==> src/rtl/codec_pkg.sv <==
`default_nettype none
// ============================================================================
//  Module      : codec_pkg
//  Description : Shared constants and types for the CODEC interface.
//                This includes the sample and counter widths, the SCLK phase
//                decodes, the frame event positions and the reset-FSM states.
//  Revision    : 1.0  initial release
// ============================================================================
package codec_pkg;

    localparam int SMPL_W = 16;
    localparam int CNT_W  = 10;

    // Phase within one SCLK period (cnt[4:0]) at which each SCLK edge occurs
    localparam logic [4:0] RISE_PH = 5'd15;
    localparam logic [4:0] FALL_PH = 5'd31;

    // Frame positions; each one names the cnt value of the cycle that ends at the edge
    localparam logic [CNT_W-1:0] LFT_LOAD   = 10'd1023;
    localparam logic [CNT_W-1:0] RHT_LOAD   = 10'd511;
    localparam logic [CNT_W-1:0] LFT_DONE   = 10'd496;
    localparam logic [CNT_W-1:0] FRAME_DONE = 10'd1008;

    typedef enum logic [1:0] {
        INIT = 2'd0,
        WARM = 2'd1,
        RUN  = 2'd2
    } codec_state_t;

endpackage : codec_pkg
`default_nettype wire

==> src/rtl/codec_shreg.sv <==
`default_nettype none
// ============================================================================
//  Module      : codec_shreg
//  Description : Shift register, shifting toward the MSB, with synchronous
//                parallel load. Load has priority over shift.
//  Ports       : clk, rst_n    clock, async active-low reset
//                load          parallel load strobe (priority)
//                load_val      value to load
//                shift_en      shift left by one, ser_in enters at bit 0
//                ser_in        serial input
//                q             register contents
//  Revision    : 1.0  initial release
// ============================================================================
module codec_shreg
    import codec_pkg::*;
#(
    parameter int WIDTH = SMPL_W
) (
    input  logic             clk,
    input  logic             rst_n,
    input  logic             load,
    input  logic [WIDTH-1:0] load_val,
    input  logic             shift_en,
    input  logic             ser_in,
    output logic [WIDTH-1:0] q
);

    always_ff @(posedge clk or negedge rst_n) begin
        if (!rst_n) begin
            q <= '0;
        end else if (load) begin
            q <= load_val;
        end else if (shift_en) begin
            q <= {q[WIDTH-2:0], ser_in};
        end
    end

endmodule : codec_shreg
`default_nettype wire

==> src/rtl/codec_intf.sv <==
`default_nettype none
// ============================================================================
//  Module      : codec_intf
//  Description : I2S-style CODEC bridge. It generates MCLK, SCLK, LRCLK and
//                the CODEC reset. It deserializes ADC words into left and
//                right samples with a once-per-frame valid pulse, and it
//                serializes the left and right samples to the DAC.
//                The data format is left-justified and MSB first.
//  Options     : CODEC_LOOPBACK_EN - the RX shifter samples the TX shifter
//                MSB instead of SDout, and SDin is held at 0.
//  Ports       : clk, rst_n         50 MHz clock, async active-low reset
//                lft_in, rht_in     samples to transmit
//                SDout              ADC serial data from the CODEC
//                lft_out, rht_out   received samples (update with valid)
//                valid              one-cycle pulse per frame
//                MCLK/SCLK/LRCLK    clk/4, clk/32, clk/1024
//                RSTn               CODEC reset, active low
//                SDin               DAC serial data to the CODEC
//  Revision    : 1.0  initial release
// ============================================================================
module codec_intf
    import codec_pkg::*;
#(
    parameter int INIT_FRAMES = 1,
    parameter int SKIP_FRAMES = 1
) (
    input  logic              clk,
    input  logic              rst_n,
    input  logic [SMPL_W-1:0] lft_in,
    input  logic [SMPL_W-1:0] rht_in,
    input  logic              SDout,
    output logic [SMPL_W-1:0] lft_out,
    output logic [SMPL_W-1:0] rht_out,
    output logic              valid,
    output logic              MCLK,
    output logic              SCLK,
    output logic              LRCLK,
    output logic              RSTn,
    output logic              SDin
);

    localparam int FRM_MAX = (INIT_FRAMES > SKIP_FRAMES) ? INIT_FRAMES : SKIP_FRAMES;
    localparam int FRM_W   = (FRM_MAX > 1) ? $clog2(FRM_MAX) : 1;

    logic [CNT_W-1:0]  r_cnt;
    logic [CNT_W-1:0]  w_cnt_nxt;
    logic              w_rise;
    logic              w_fall;
    logic              w_wrap;
    logic              w_lft_load;
    logic              w_rht_load;
    logic              w_tx_load;
    logic [SMPL_W-1:0] w_tx_load_val;
    logic [SMPL_W-1:0] w_tx_q;
    logic [SMPL_W-1:0] w_rx_q;
    logic              w_rx_bit;
    logic              w_sdin_nxt;
    logic [SMPL_W-1:0] r_lft_buf;
    logic              w_unused_tx;

    codec_state_t      r_state;
    codec_state_t      w_state_nxt;
    logic [FRM_W-1:0]  r_frm_cnt;
    logic [FRM_W-1:0]  w_frm_cnt_nxt;

    // ------------------------------------------------------------------
    // Frame counter and clock outputs. The clock outputs are registered
    // from the next count, so each output equals its cnt bit in the same
    // cycle. As a result, SCLK rises at the edge that ends cnt[4:0]==15.
    // ------------------------------------------------------------------
    assign w_cnt_nxt = r_cnt + CNT_W'(1);

    always_ff @(posedge clk or negedge rst_n) begin
        if (!rst_n) begin
            r_cnt <= '0;
            MCLK  <= 1'b0;
            SCLK  <= 1'b0;
            LRCLK <= 1'b0;
        end else begin
            r_cnt <= w_cnt_nxt;
            MCLK  <= w_cnt_nxt[1];
            SCLK  <= w_cnt_nxt[4];
            LRCLK <= w_cnt_nxt[9];
        end
    end

    assign w_rise     = (r_cnt[4:0] == RISE_PH);
    assign w_fall     = (r_cnt[4:0] == FALL_PH);
    assign w_lft_load = (r_cnt == LFT_LOAD);
    assign w_rht_load = (r_cnt == RHT_LOAD);
    assign w_wrap     = w_lft_load;

    // ------------------------------------------------------------------
    // Serial data routing
    // ------------------------------------------------------------------
`ifdef CODEC_LOOPBACK_EN
    logic w_unused_sdout;
    assign w_unused_sdout = SDout;
    assign w_rx_bit       = w_tx_q[SMPL_W-1];
    assign w_sdin_nxt     = 1'b0;
`else
    assign w_rx_bit       = SDout;
    assign w_sdin_nxt     = w_tx_q[SMPL_W-1];
`endif

    // ------------------------------------------------------------------
    // TX: load at the start of each half, then shift on each SCLK fall
    // ------------------------------------------------------------------
    assign w_tx_load     = w_lft_load | w_rht_load;
    assign w_tx_load_val = w_lft_load ? lft_in : rht_in;

    codec_shreg #(.WIDTH(SMPL_W)) u_tx_shreg (
        .clk      (clk),
        .rst_n    (rst_n),
        .load     (w_tx_load),
        .load_val (w_tx_load_val),
        .shift_en (w_fall),
        .ser_in   (1'b0),
        .q        (w_tx_q)
    );

    // Only the MSB leaves the shifter
    assign w_unused_tx = ^w_tx_q[SMPL_W-2:0];

    // ------------------------------------------------------------------
    // RX: capture on every SCLK rise
    // ------------------------------------------------------------------
    codec_shreg #(.WIDTH(SMPL_W)) u_rx_shreg (
        .clk      (clk),
        .rst_n    (rst_n),
        .load     (1'b0),
        .load_val ({SMPL_W{1'b0}}),
        .shift_en (w_rise),
        .ser_in   (w_rx_bit),
        .q        (w_rx_q)
    );

    // ------------------------------------------------------------------
    // Sample outputs. The left word is parked until the right word
    // completes, so both channels update together with valid.
    // ------------------------------------------------------------------
    always_ff @(posedge clk or negedge rst_n) begin
        if (!rst_n) begin
            r_lft_buf <= '0;
            lft_out   <= '0;
            rht_out   <= '0;
            valid     <= 1'b0;
            SDin      <= 1'b0;
        end else begin
            SDin  <= w_sdin_nxt;
            valid <= 1'b0;
            if (r_cnt == LFT_DONE) begin
                r_lft_buf <= w_rx_q;
            end
            if (r_cnt == FRAME_DONE) begin
                lft_out <= r_lft_buf;
                rht_out <= w_rx_q;
                valid   <= (r_state == RUN);
            end
        end
    end

    // ------------------------------------------------------------------
    // Reset FSM: hold the CODEC in reset, then let it warm up, then run
    // ------------------------------------------------------------------
    always_ff @(posedge clk or negedge rst_n) begin
        if (!rst_n) begin
            r_state   <= INIT;
            r_frm_cnt <= '0;
            RSTn      <= 1'b0;
        end else begin
            r_state   <= w_state_nxt;
            r_frm_cnt <= w_frm_cnt_nxt;
            RSTn      <= (w_state_nxt != INIT);
        end
    end

    always_comb begin
        w_state_nxt   = r_state;
        w_frm_cnt_nxt = r_frm_cnt;
        case (r_state)
            INIT: begin
                if (w_wrap) begin
                    if (r_frm_cnt == FRM_W'(INIT_FRAMES - 1)) begin
                        w_state_nxt   = WARM;
                        w_frm_cnt_nxt = '0;
                    end else begin
                        w_frm_cnt_nxt = r_frm_cnt + FRM_W'(1);
                    end
                end
            end
            WARM: begin
                if (w_wrap) begin
                    if (r_frm_cnt == FRM_W'(SKIP_FRAMES - 1)) begin
                        w_state_nxt   = RUN;
                        w_frm_cnt_nxt = '0;
                    end else begin
                        w_frm_cnt_nxt = r_frm_cnt + FRM_W'(1);
                    end
                end
            end
            RUN: begin
                w_state_nxt = RUN;
            end
            default: begin
                w_state_nxt   = INIT;
                w_frm_cnt_nxt = '0;
            end
        endcase
    end

endmodule : codec_intf
`default_nettype wire
==> config.mk <==
export PLATFORM = sky130hd
export DESIGN_NAME = codec_intf
export DESIGN_NICKNAME = d
export VERILOG_FILES = /design/src/rtl/codec_pkg.sv /design/src/rtl/codec_shreg.sv /design/src/rtl/codec_intf.sv
export SDC_FILE = /design/constraint.sdc
export NUM_CORES = 1
export LEC_CHECK = 0
export CAP_MARGIN = 5
export CORE_MARGIN = 4
export CORE_UTILIZATION = 30
export CTS_CLUSTER_DIAMETER = 50
export CTS_CLUSTER_SIZE = 10
export DETAILED_ROUTE_END_ITERATION = 10
export SLEW_MARGIN = 20
export SYNTH_ARGS = -nofsm -noshare
export SYNTH_HDL_FRONTEND = slang
export SYNTH_SLANG_ARGS = --single-unit
==> constraint.sdc <==
create_clock -name clk -period 3.2 [get_ports clk]
set_input_delay 0.64 -clock clk [delete_from_list [all_inputs] [get_ports clk]]
set_output_delay 0.64 -clock clk [all_outputs]
set_load 0.02 [all_outputs]
==> impl_metrics.env <==
export IMPL_avgSynthCellArea_um2=14.39
export IMPL_io_pins=73
export IMPL_max_cap_viol_count=0
export IMPL_cpPeakStageDelay_ps=700
export IMPL_syn2layout_area_growth_pct=26.00
export IMPL_vias_per_cell=4.561
export IMPL_grt_max_degree=57
export IMPL_die_area_um2=16170
export IMPL_cts_root_buf="clkbuf_16"
export IMPL_cts_resized=0
export IMPL_synth_fa_ha_area_frac=0.01175
export IMPL_status="complete, no violations"
export IMPL_via_count=2504
export IMPL_synth_area_leaders="dfrtp_1, mux2_2, mux2_4"
export IMPL_routedWlPerCell_um=15.27
export IMPL_synth_distinct_cells=31
export IMPL_place_congestion=0.7119
export IMPL_slew_limit_headroom=0.4153
export IMPL_synthCells=296
export IMPL_async_flop_share=1.000
export IMPL_required_ps=3420
export IMPL_synth_compound_area_share=0.06786
export IMPL_final_nets=403
export IMPL_slew_viol_final=0
export IMPL_cts_tree="yes"
export IMPL_cts_sinks=95
export IMPL_grt_pass1_vias=2689
export IMPL_cp_slowest_cell="ha_1"
export IMPL_grt_pass1_wl_um=14260
export IMPL_insertion_delay_ps=330
export IMPL_fin_crit_sh=0.7049
export IMPL_post_cts_setup_buffers=0
export IMPL_ys_flop_type="dfrtp_1"
export IMPL_pwr_density_cell_nw_per_um2=424.4
export IMPL_critPathCaptureType="register"
export IMPL_num_rows=43
export IMPL_critPathKind="reg -> reg"
export IMPL_clockBufferDepth=2
export IMPL_antenna_found_initial=0
export IMPL_clkTransAtPathRegs_ps=70
export IMPL_synthSimpleGateAreaFrac=0.05288
export IMPL_max_freq_mhz=443.3
export IMPL_synth_edf_count=0
export IMPL_ys_warn_count=0
export IMPL_cts_buffers_inserted=9
export IMPL_finalCriticalPeriod_ps=2256
export IMPL_finClkSkew_ps=5.095
export IMPL_synth_common_cells="dfrtp_1, mux2_2, mux2_4"
export IMPL_synth_top_family_by_area="multiplexers"
export IMPL_rsz0062_at_grt="no"
export IMPL_drt_initial_drc_count=152
export IMPL_synth_most_common_cell="dfrtp_1"
export IMPL_final_area_um2=5366
export IMPL_min_path_type="in -> async"
export IMPL_synth_top_area_cell="dfrtp_1"
export IMPL_synthesis_nets=335
export IMPL_worstMarginPinSlew_ps=877.1
export IMPL_worstSetupStartpointType="register"
export IMPL_fp_dieH_um=127.2
export IMPL_dp_hpwl_um=5771
export IMPL_drc_errors=0
export IMPL_ant_nets=0
export IMPL_antenna_cells=0
export IMPL_vdd_ir_drop_max_uv=250.7
export IMPL_yosysSeqAreaShare=0.5582
export IMPL_synth_top_area_share=0.5582
export IMPL_synth_seq_cells=95
export IMPL_drt_first_pass_iters=4
export IMPL_setup_viol_count_final=0
export IMPL_postPlaceCellArea_um2=5085
export IMPL_portBuffers=72
export IMPL_start_util=0.3068
export IMPL_synth_area_um2=4259
export IMPL_cp_cell_sequence="ha_1, and3_1, buf_4, ha_1, mux2_2"
export IMPL_synth_mux_area_frac=0.2435
export IMPL_crit_path_max_fanout=21
export IMPL_die_width_um=127.2
export IMPL_core_region_area_um2=13880
export IMPL_cpMostUsedCell="ha_1"
export IMPL_drt_wl_total_um=8381
export IMPL_track_usage=0.1098
export IMPL_hold_buffers=0
export IMPL_synth_xor_area_frac=0.01439
export IMPL_final_layout_size_suffix_gt1_frac=0.3062
export IMPL_h_tree_depth=3
export IMPL_tns_ps=0
export IMPL_crit_arrival_ps=2480
export IMPL_hold_viol=0
export IMPL_p_leak_nw=2.444
export IMPL_grt_overflow=0
critical path: cells and delay by family (launching register included):
kind,cells,cell delay (ps)
and+or+nand+nor,1,170
DFF,1,410
buffers and inverters,1,250
muxes,1,410
adders and majority gates,2,900
registers in the layout (all words and copies together) (netlist names):
signal / cells
valid: 1
lft_out: 16
r_state: 2
r_cnt: 9
u_tx_shreg.q: 16
r_lft_buf: 16
u_rx_shreg.q: 16
SDin: 1
LRCLK: 1
rht_out: 16
RSTn: 1
final timing paths:
| path | start | end | slack, ps | cells past startpoint |
|---|---|---|---|---|
| min in group clk | u_tx_shreg.q[15] | SDin | 380 | 0 |
| worst min-delay path | rst_n | lft_out[10] | 340 | 1 |
| worst min register to register | u_tx_shreg.q[15] | SDin | 380 | 0 |
| max in group asynchronous | rst_n | RSTn | 2110 | 2 |
| worst max register to register | r_cnt[1] | u_rx_shreg.q[10] | 940 | 5 |
| worst max-delay path | r_cnt[1] | u_rx_shreg.q[10] | 940 | 5 |
cell families after synthesis:
kind of cell	count (synthesis)
AO/OA/AOI/OAI	32
XOR/XNOR	7
adder cells (fa/ha/maj)	4
buffers and inverters	38
flip-flops	95
multiplexers	83
AND/OR/NAND/NOR	37
metrics by stage:
step	util	hold slack, ps	std cells	power (mW)	worst slack, ps
floorplan	-	344.4	296	1.232	769.3
global placement	0.3663	364.4	533	1.301	996.6
detailed placement	0.3663	366.5	533	1.301	917.3
CTS	0.3866	364.3	549	2.317	903.3
global route	0.3866	392.9	549	2.373	770.6
finish	0.3866	337.1	549	2.278	944.2
area by class of cell:
class                      instances  area [µm²]
clock buffer                      10       229.0
clock inverter                     6       52.55
fill                            1365        8514
inverter                          19       71.32
multi-input combinational        163        1663
sequential                        95        2377
tap                              180       225.2
timing repair buffer              76       748.2
layout by cell type (no fill, tap or decap), types with 3 or more instances in the layout:
cell type        netlist  final
a221oi_2               9      9
a31oi_1               15     15
mux2i_1                5      5
mux2_2                49     49
xnor2_1                6      6
a221oi_1               5      5
ha_1                   4      4
clkdlybuf4s50_1        0     71
buf_4                  1      5
dfrtp_1               95     95
mux2_4                29     29
nand3_1                4      4
inv_1                 19     19
nand2b_1               3      3
clkbuf_16              0      9
nor2_1                15     15
nand2_1                3      3
routing by layer:
layer | routed length [µm] | vias up | GRT usage
met5 | 0 | - | 0
met4 | 116 | 0 | 0.03218
met3 | 368 | 8 | 0.03428
met2 | 4126 | 40 | 0.1834
met1 | 3770 | 1268 | 0.1370
li1 | - | 1188 | -
where the power goes:
part           internal [mW]  switching, mW
clock                  0.539          0.463
sequential              1.20        0.00133
combinational         0.0402         0.0326
total                   1.78          0.497
(Power assumes the default switching activity.)
